### src/rtl/pipe_pkg.sv
// pipe_pkg: stage index names, default chain sizes and the hold-vector helper
// shared by the pipeline register chain.
package pipe_pkg;

    typedef enum logic [2:0] {
        STG_F = 3'd0,
        STG_D = 3'd1,
        STG_E = 3'd2,
        STG_M = 3'd3
    } stage_e;

    localparam int PAYLOAD_WIDTH_DEF = 32;
    localparam int NUM_STAGES_DEF    = 4;
    localparam int MAX_STAGES        = 8;

    // A stall on stage k also freezes every earlier stage: hold[k] = |stall[MAX-1:k].
    function automatic logic [MAX_STAGES-1:0] hold_vec(input logic [MAX_STAGES-1:0] stall);
        logic [MAX_STAGES-1:0] h;
        h[MAX_STAGES-1] = stall[MAX_STAGES-1];
        for (int i = MAX_STAGES - 2; i >= 0; i--) h[i] = stall[i] | h[i+1];
        return h;
    endfunction

endpackage

### src/rtl/pipe_stage_reg.sv
// pipe_stage_reg: one valid+payload boundary register with flush, hold, bubble and load;
// an invalid register always holds a zero payload.
module pipe_stage_reg #(
    parameter int WIDTH = 32
) (
    input  logic             clk,
    input  logic             rst,
    input  logic             flush,
    input  logic             hold,
    input  logic             bubble,
    input  logic             load_valid,
    input  logic [WIDTH-1:0] load_data,
    output logic             valid,
    output logic [WIDTH-1:0] data
);

    always_ff @(posedge clk) begin
        if (rst || flush || (!hold && bubble)) begin
            valid <= 1'b0;
            data  <= '0;
        end else if (!hold) begin
            valid <= load_valid;
            data  <= load_valid ? load_data : '0;
        end
    end

endmodule

### src/rtl/pipeline_reg_chain.sv
// pipeline_reg_chain: NUM_STAGES pipeline registers with stall/flush control and,
// when PIPELINE_REG_CHAIN_PERF_EN is defined, saturating stall/flush/bubble counters.
module pipeline_reg_chain
    import pipe_pkg::*;
#(
    parameter int PAYLOAD_WIDTH = PAYLOAD_WIDTH_DEF,
    parameter int NUM_STAGES    = NUM_STAGES_DEF,
    parameter int CNT_WIDTH     = 32
) (
    input  logic                             clk,
    input  logic                             rst,
    input  logic                             in_valid,
    input  logic [PAYLOAD_WIDTH-1:0]         in_data,
    output logic                             in_ready,
    input  logic [NUM_STAGES-1:0]            stall,
    input  logic [NUM_STAGES-1:0]            flush,
    output logic [NUM_STAGES-1:0]            stage_valid,
    output logic [NUM_STAGES*PAYLOAD_WIDTH-1:0] stage_data,
    output logic [CNT_WIDTH-1:0]             stall_cycles,
    output logic [CNT_WIDTH-1:0]             flush_events,
    output logic [CNT_WIDTH-1:0]             bubble_cycles
);

    logic [NUM_STAGES-1:0] hold;

    assign hold     = NUM_STAGES'(hold_vec(MAX_STAGES'(stall)));
    assign in_ready = !hold[0];

    for (genvar k = 0; k < NUM_STAGES; k++) begin : g_stage
        logic                     up_valid;
        logic [PAYLOAD_WIDTH-1:0] up_data;
        logic                     bubble;
        if (k == 0) begin : g_head
            assign up_valid = in_valid;
            assign up_data  = in_data;
            assign bubble   = 1'b0;
        end else begin : g_body
            // Upstream frozen while this stage moves on: take a bubble.
            assign up_valid = stage_valid[k-1];
            assign up_data  = stage_data[(k-1)*PAYLOAD_WIDTH +: PAYLOAD_WIDTH];
            assign bubble   = hold[k-1];
        end
        pipe_stage_reg #(.WIDTH(PAYLOAD_WIDTH)) u_reg (
            .clk       (clk),
            .rst       (rst),
            .flush     (flush[k]),
            .hold      (hold[k]),
            .bubble    (bubble),
            .load_valid(up_valid),
            .load_data (up_data),
            .valid     (stage_valid[k]),
            .data      (stage_data[k*PAYLOAD_WIDTH +: PAYLOAD_WIDTH])
        );
    end

`ifdef PIPELINE_REG_CHAIN_PERF_EN
    always_ff @(posedge clk) begin
        if (rst) begin
            stall_cycles  <= '0;
            flush_events  <= '0;
            bubble_cycles <= '0;
        end else begin
            if (|stall && !(&stall_cycles)) stall_cycles <= stall_cycles + CNT_WIDTH'(1);
            if (|flush && !(&flush_events)) flush_events <= flush_events + CNT_WIDTH'(1);
            if (!stage_valid[NUM_STAGES-1] && !(&bubble_cycles)) bubble_cycles <= bubble_cycles + CNT_WIDTH'(1);
        end
    end
`else
    assign stall_cycles  = '0;
    assign flush_events  = '0;
    assign bubble_cycles = '0;
`endif

endmodule
### config.mk
export PLATFORM = sky130hd
export DESIGN_NAME = pipeline_reg_chain
export DESIGN_NICKNAME = d
export VERILOG_FILES = /design/src/rtl/pipe_pkg.sv /design/src/rtl/pipe_stage_reg.sv /design/src/rtl/pipeline_reg_chain.sv
export SDC_FILE = /design/constraint.sdc
export NUM_CORES = 1
export LEC_CHECK = 0
export ABC_AREA = 0
export ABC_CLOCK_PERIOD_IN_PS = 1900
export CORE_AREA = 2 2 115 145
export CTS_BUF_LIST = sky130_fd_sc_hd__clkbuf_4 sky130_fd_sc_hd__clkbuf_8 sky130_fd_sc_hd__clkbuf_16
export DETAILED_ROUTE_END_ITERATION = 6
export DIE_AREA = 0 0 117 147
export GPL_ROUTABILITY_DRIVEN = 0
export HOLD_SLACK_MARGIN = 0.06
export PLACE_DENSITY = 0.81
export SYNTH_ARGS = -nofsm -noshare
export SYNTH_HDL_FRONTEND = slang
export SYNTH_HIERARCHICAL = 1
export SYNTH_SLANG_ARGS = --single-unit
### constraint.sdc
create_clock -name clk -period 1.9 [get_ports clk]
set_input_delay 0.19 -clock clk [delete_from_list [all_inputs] [get_ports clk]]
set_output_delay 0.19 -clock clk [all_outputs]
set_load 0.05 [all_outputs]
After elaboration in Yosys (flattened, before gate mapping)
Index checks and enable logic that the tools add are counted.
{"block": "totals", "ff_bits": 132, "inputBits": 43, "output_inout_bits": 229, "wordCells": 29}
{"block": "op_classes", "bitwise_logic": 3, "n_mux": 4, "n_reduce_logical": 14}
{"cell": "32-bit 2-to-1 mux", "n": 4}
{"cell": "1-bit logical OR", "n": 7}
{"cell": "1-bit logical NOT", "n": 4}
{"cell": "1-bit logical AND", "n": 3}
{"cell": "1-bit OR", "n": 3}

Longest topological paths before layout
{"block": "logic_depth", "word_depth": 5, "depth_mapped": 5, "ltp_nobuf": 3}

Cells and area by module
The synthesis kept the hierarchy.
{"module": "pipe_stage_reg", "cells_per_inst": 152, "area_per_inst_um2": 1566.5, "instances": 4, "seq_area_each_um2": 660.6}
{"module": "pipeline_reg_chain", "cells_per_inst": 104, "area_per_inst_um2": 773.2, "instances": 1, "seq_area_each_um2": 0.0}

Worst setup path before layout
No wires, ideal clock.
{"block": "synth_path", "kind": "input -> output", "startpoint": "input stall[3]", "endpoint": "output in_ready", "arrival_ps": 1745, "path_buffers": 0, "cell_stages": 1, "slack_ps": -35, "t_required_ps": 1710, "cell_sequence": "nor4_1"}
{"block": "synth_between", "elab_chain_len": 4}
{"item": "start, declared", "line": "pipeline_reg_chain.sv:15", "rtl": "input logic [NUM_STAGES-1:0] stall,"}
{"item": "1-bit OR (3 in a row)", "line": "pipe_pkg.sv:20", "rtl": "for (int i = MAX_STAGES - 2; i >= 0; i--) h[i] = stall[i] | h[i+1];"}
{"item": "1-bit logical NOT"}
{"item": "end, declared", "line": "pipeline_reg_chain.sv:14", "rtl": "output logic in_ready,"}
No other way between the ends.

Worst setup path in the final report
{"block": "layout_path", "startpoint": "register g_stage[1].u_reg.data[11]", "endpoint": "output stage_data[43]"}
{"item": "start, declared", "line": "pipe_stage_reg.sv:14", "rtl": "output logic [WIDTH-1:0] data"}
{"item": "start signal, assigned", "line": "pipe_stage_reg.sv:23", "rtl": "data <= load_valid ? load_data : '0;"}
{"item": "end, declared", "line": "pipeline_reg_chain.sv:18", "rtl": "output logic [NUM_STAGES*PAYLOAD_WIDTH-1:0] stage_data,"}
No word-level cell between the ends.

==> flow_metrics.tcl <==
set metrics [dict create \
    syn_inst 712 \
    p_leak_nw 2.86 \
    rsz0062_at_grt "no" \
    dp_cells 1052 \
    yosys.area_share.simple_pct 22.1 \
    clk_latency_ns 0.41 \
    end_kind "output pin" \
    cts_setup_buffers 0 \
    yosysTopAreaCell "dfxtp_1" \
    path_max_fanout 3 \
    io_pins 272 \
    yosysUniqueCellTypes 18 \
    worstHoldPathType "input pin to register" \
    core_area_mm2 0.0159 \
    num_rows 52 \
    synth_mux_area_share_pct 0.569 \
    ir_worst_vdd_v 0.000569 \
    drive_gt1_share_pct 22.9 \
    synth_edf_count 0 \
    cts_htree_levels 4 \
    n_antenna_cell 0 \
    fmax_mhz 541 \
    yosys-top-cells-area "dfxtp_1, a211oi_2, nand3b_1" \
    fp.dieH_um 147 \
    grt_pass1_vias 5090 \
    cap_violations 0 \
    dieWidth_um 117 \
    cp-start-kind "register" \
    worst-r2r-setup-slack_ns 0.54 \
    dr.pass1.iters 4 \
    totalWireLength_um 17200 \
    drt-wirelength-per-cell_um 15.8 \
    async_flop_share_pct 0 \
    maxSlewHeadroom_pct -134 \
    r2r-start "g_stage[2].u_reg/valid" \
    slowest_stage "clkdlybuf4s50_1" \
    power_frac_clock_pct 50.7 \
    start_util_pct 44.2 \
    clock_sinks 132 \
    fin_util_pct 57.7 \
    grt_max_degree 66 \
    m1WireLength_um 7150 \
    cp_cell_sequence "clkdlybuf4s50_1" \
    final.setup_skew_ns 0.00852 \
    pwr-share-comb_pct 11.4 \
    p_sw_share_pct 25.4 \
    routed.top_layer "met4" \
    cp_data_required_time_ns 1.71 \
    antenna_found_initial 0 \
    cts_hold_buffers 0 \
    route.detailed.drc 0 \
    crit_type "register to output pin" \
    finish.net_count 898 \
    internal-power_w 0.00546 \
    overflow 0 \
    ys_ff_latch 132 \
    grt_pass1_wl_um 27000 \
    hold_path_depth 3 \
    drtIter0Drc 174 \
    dr_wl_met2_um 8640 \
    cts_tree "built" \
    fill_cells 1344 \
    final_common_cell "clkdlybuf4s50_1" \
    wl_met3_um 883 \
    worst_pin_slew_ns 3.51 \
    setup_tns_ns 0 \
    synth_top_family_by_area "simple AND/OR/NAND/NOR gates" \
    powerDensity_mw_per_mm2 796 \
    clk_pin_slew_worst_paths_ns 0.06 \
    area_growth_syn_to_layout_pct 30.7 \
    period_share_pct 97.4 \
    period_needed_ns 1.85 \
    min_to "g_stage[0].u_reg/data[26]" \
    maxSlewViolCount 34 \
    yosysTopAreaCellShare_pct 37.5 \
    die_area_mm2 0.0172 \
    min-delay-start "in_data[26]" \
    violations "slew limit" \
    numPortBuffers 175 \
    worst_path_largest_cell_delay_ns 0.85 \
    hold_violations 0 \
    cts-resized-gates 0 \
    netlist_area_mm2 0.00704 \
    path_buf_inv 1 \
    final_cell_mix "clkdlybuf4s50_1, dfxtp_1, nand2_1, nand3b_1, a211oi_2" \
    yosys.area_share.xor_xnor_pct 0 \
    cts-root-buf "clkbuf_16" \
    ys_seq_area_share_pct 37.5 \
    clockBufferDepth 2 \
    rr_endpoint "g_stage[3].u_reg/data[25]" \
    power.total_w 0.00732 \
    outcome "finished with violations" \
    postSynthAreaPerCell_um2 9.89 \
    viasPerCell 4.97 \
    crit_family "buffers and inverters" \
    synth_compound_area_share_pct 21.9 \
    dp_hpwl_um 11800 \
    synth_flop_cell "dfxtp_1" \
    r2r.worst_path.cells 3 \
    synthAdderAreaFrac_pct 0 \
    numCtsBuffers 17 \
    drtAntennaViolNets 0 \
    grt_usage_pct 19.9 \
    switching_power_w 0.00186 \
    setup_viol 0 \
    cp_data_arrival_time_ns 1.66 \
    num_vias 5391 \
    power.share.sequential_pct 37.9 \
    yosysWarnings 6 \
    layout.cells.non_filler 1084 \
]
[cell type report]
cell class	instances	area (um^2)	share of cell area, %
tap	216	270	2.94
clock buffer	19	447	4.85
sequential	132	2640	28.7
timing repair buffer	203	2080	22.6
clock inverter	13	230	2.50
multi-input combinational	501	3530	38.4
[registers in the layout, indices dropped and copies added, names as in the netlist]
name                 cells
g_stage.u_reg/data     128
g_stage.u_reg/valid      4
[routing by layer]
layer	global-route usage [%]	vias to the layer above
li1	-	2588
met1	25.0	2551
met2	32.5	223
met3	4.54	29
met4	8.65	0
met5	0	-
[cell usage after synthesis, types with 5 or more instances]
library cell  count
a211oi_2        116
dfxtp_1         132
buf_2            40
or2_1             5
nand3b_1        128
nand2_1         128
buf_4           103
clkbuf_2          8
buf_6            20
a211oi_1         12
[how the worst max path moves through the flow]
stage | slack, ns | startpoint | cells after the start | end
after floorplan | 0.41 | stall[3] | 5 | g_stage[0].u_reg/data[0]
final | 0.05 | g_stage[1].u_reg/data[11] | 1 | stage_data[43]
after detailed placement | -0.27 | stall[2] | 6 | g_stage[1].u_reg/data[12]
after global placement | -0.23 | stall[2] | 6 | g_stage[1].u_reg/data[31]
after CTS | 0.04 | g_stage[0].u_reg/data[8] | 1 | stage_data[8]
after global routing | 0.0003 | g_stage[1].u_reg/data[11] | 1 | stage_data[43]
[power by group through the flow]
stage          Combinational (W)  Sequential (W)  Clock, W
6_report                0.000834         0.00277   0.00371
5_1_grt                 0.000881         0.00277   0.00389
4_1_cts                 0.000831         0.00277   0.00376
3_5_place_dp            0.000830         0.00283         0
3_3_place_gp            0.000826         0.00283         0
2_1_floorplan           0.000840         0.00284         0
[kinds of logic after synthesis]
family / after synthesis
other cells: 1
simple gates: 272
mux: 4
compound gates: 128
buf+inv: 175
flops: 132
[per-stage QoR]
step | hold WS [ns] | setup slack [ns] | instance area, um^2
6_report | 0.371 | 0.0499 | 9200
5_1_grt | 0.378 | 0.000325 | 9200
4_1_cts | 0.359 | 0.0438 | 9200
3_5_place_dp | 0.460 | -0.274 | 8520
3_3_place_gp | 0.455 | -0.225 | 8520
2_1_floorplan | 0.360 | 0.409 | 7410
No activity file was read; power rests on OpenSTA's default activity.
==> edit (config.mk and constraints unchanged) <==
The package constant `NUM_STAGES_DEF` goes from 4 to 5.
--- a/src/rtl/pipe_pkg.sv
+++ b/src/rtl/pipe_pkg.sv
@@ -10,7 +10,7 @@
     } stage_e;
 
     localparam int PAYLOAD_WIDTH_DEF = 32;
-    localparam int NUM_STAGES_DEF    = 4;
+    localparam int NUM_STAGES_DEF    = 5;
     localparam int MAX_STAGES        = 8;
 
     // A stall on stage k also freezes every earlier stage: hold[k] = |stall[MAX-1:k].
Ports: changed (resized flush, stage_data, stage_valid and stall); port bits go from 272 to 307. The function was not compared with the original's and may differ.
==> edit against the original RTL <==
The flow still finishes with violations (slew limit). Clock power shrank 11%. Cell area grew 20%. Global-route usage grew 3.0 points. Area after synthesis grew 22%. Sequential cell count grew 33. First-iteration DRC count grew 120%. Count of clock-buffer cells in the layout grew 2. Routed wire length grew 14%. Cell count grew 16%. Via count grew 20%. Utilization grew 11 points. Setup slack lost 0.0024 ns. Total power grew 4.5%.
==> edit: results (changes against the original RTL) <==
# port buffers 210 (+20%); Inst Count DP 1222 (+16%); Non-clock buffer share 0.228 (+0.00272); Fin Clk Skew 0.00956 ns (+0.00103 ns); All-Layer GR Usage 0.229 (+0.0299); cell count after synthesis 866 (+22%); Slew Viols, Final 34 (unchanged); relative slew slack -1.32 (+0.0198); NumNets Final 1071 (+19%); status finished with violations; Seq cells post-synth 165 (+25%); pre-CTS setup slack -0.444 ns (-0.170 ns); Top Registers g_stage.u_reg/data (160), g_stage.u_reg/valid (5); DRT iter0 DRCs 383 (+120%); vias per cell 5.15 (+3.6%); first-pass GRT wire length 31300 um (+16%); VDD IR-drop max 0.000414 V (-27%); CLK BUF 21 (+2); largest cells by area after synthesis dfxtp_1 38%, a211oi_2 21%, nand3b_1 14%, buf_4 9.1%, nand2_1 7.0%; vias in the first global route 5891 (+16%); sequential area share after synthesis 0.383 (+0.00776); largest net degree at the start of global routing 67 (+1.5%); top cells by count, synth 165 x dfxtp_1, 160 x nand2_1, 160 x nand3b_1, 145 x a211oi_2, 105 x buf_4; failing checks slew limit; fraction of area in multi-input gates 0.395 (+0.0104); placed cell area 10400 um^2 (+22%); #MultiIn Comb 603 (+20%); register share of the cell area 0.300 (+0.0130); fillcell total 1242 (-7.6%)
[edit: changes by cell type in the layout (fill, tap and decap cells not counted), moves of 5 or more]
cell / change
dfxtp_1: +33
buf_4: -5
nand3b_1: +32
clkdlybuf4s50_1: +27
a211oi_2: +31
nand2_1: +32
dlymetal6s2s_1: +9
[edit: final timing paths]
path / start / end / slack (ns) / cells past startpoint
max: g_stage[2].u_reg/data[8] / stage_data[72] / 0.05 / 1
min: stall[4] / g_stage[2].u_reg/data[12] / 0.35 / 4
max reg2reg: g_stage[2].u_reg/valid / g_stage[3].u_reg/data[6] / 0.73 / 3
min reg2reg: g_stage[4].u_reg/data[31] / g_stage[4].u_reg/data[31] / 0.46 / 2
[edit: layer usage]
metal | vias up | wire [um] | track usage | part of all wire
met2 | 211 | 9800 | 0.359 | 0.50
met1 | 3058 | 8350 | 0.304 | 0.42
met3 | 30 | 992 | 0.0569 | 0.050
met4 | 0 | 510 | 0.0865 | 0.026
li1 | 3163 | - | - | -
met5 | - | 0 | 0 | 0
[edit: cells by family (layout without fill, tap and decap cells)]
group / Yosys count / in the layout / share of synthesized area
and+or+nand+nor: 340 / 341 / 0.226
other: 1 / 97 / 0.000435
buffers and inverters: 195 / 270 / 0.161
DFF: 165 / 165 / 0.383
muxes: 5 / 5 / 0.00581
AOI/OAI and AO/OA: 160 / 160 / 0.224
[edit: timing repair]
| action | in CTS | in global routing |
|---|---|---|
| pin swaps | 1 | 0 |
| hold buffers | 0 | 0 |
| endpoints found under the hold margin | 0 | 0 |
| endpoints found under the setup margin | 3 | 64 |
| gates resized for setup | 2 | 11 |
| gates cloned | 0 | 1 |
[edit: power breakdown]
part / switching, mW / internal [mW]
Clock: 1.31 / 2.01
Combinational: 0.674 / 0.193
Sequential: 0.00169 / 3.46
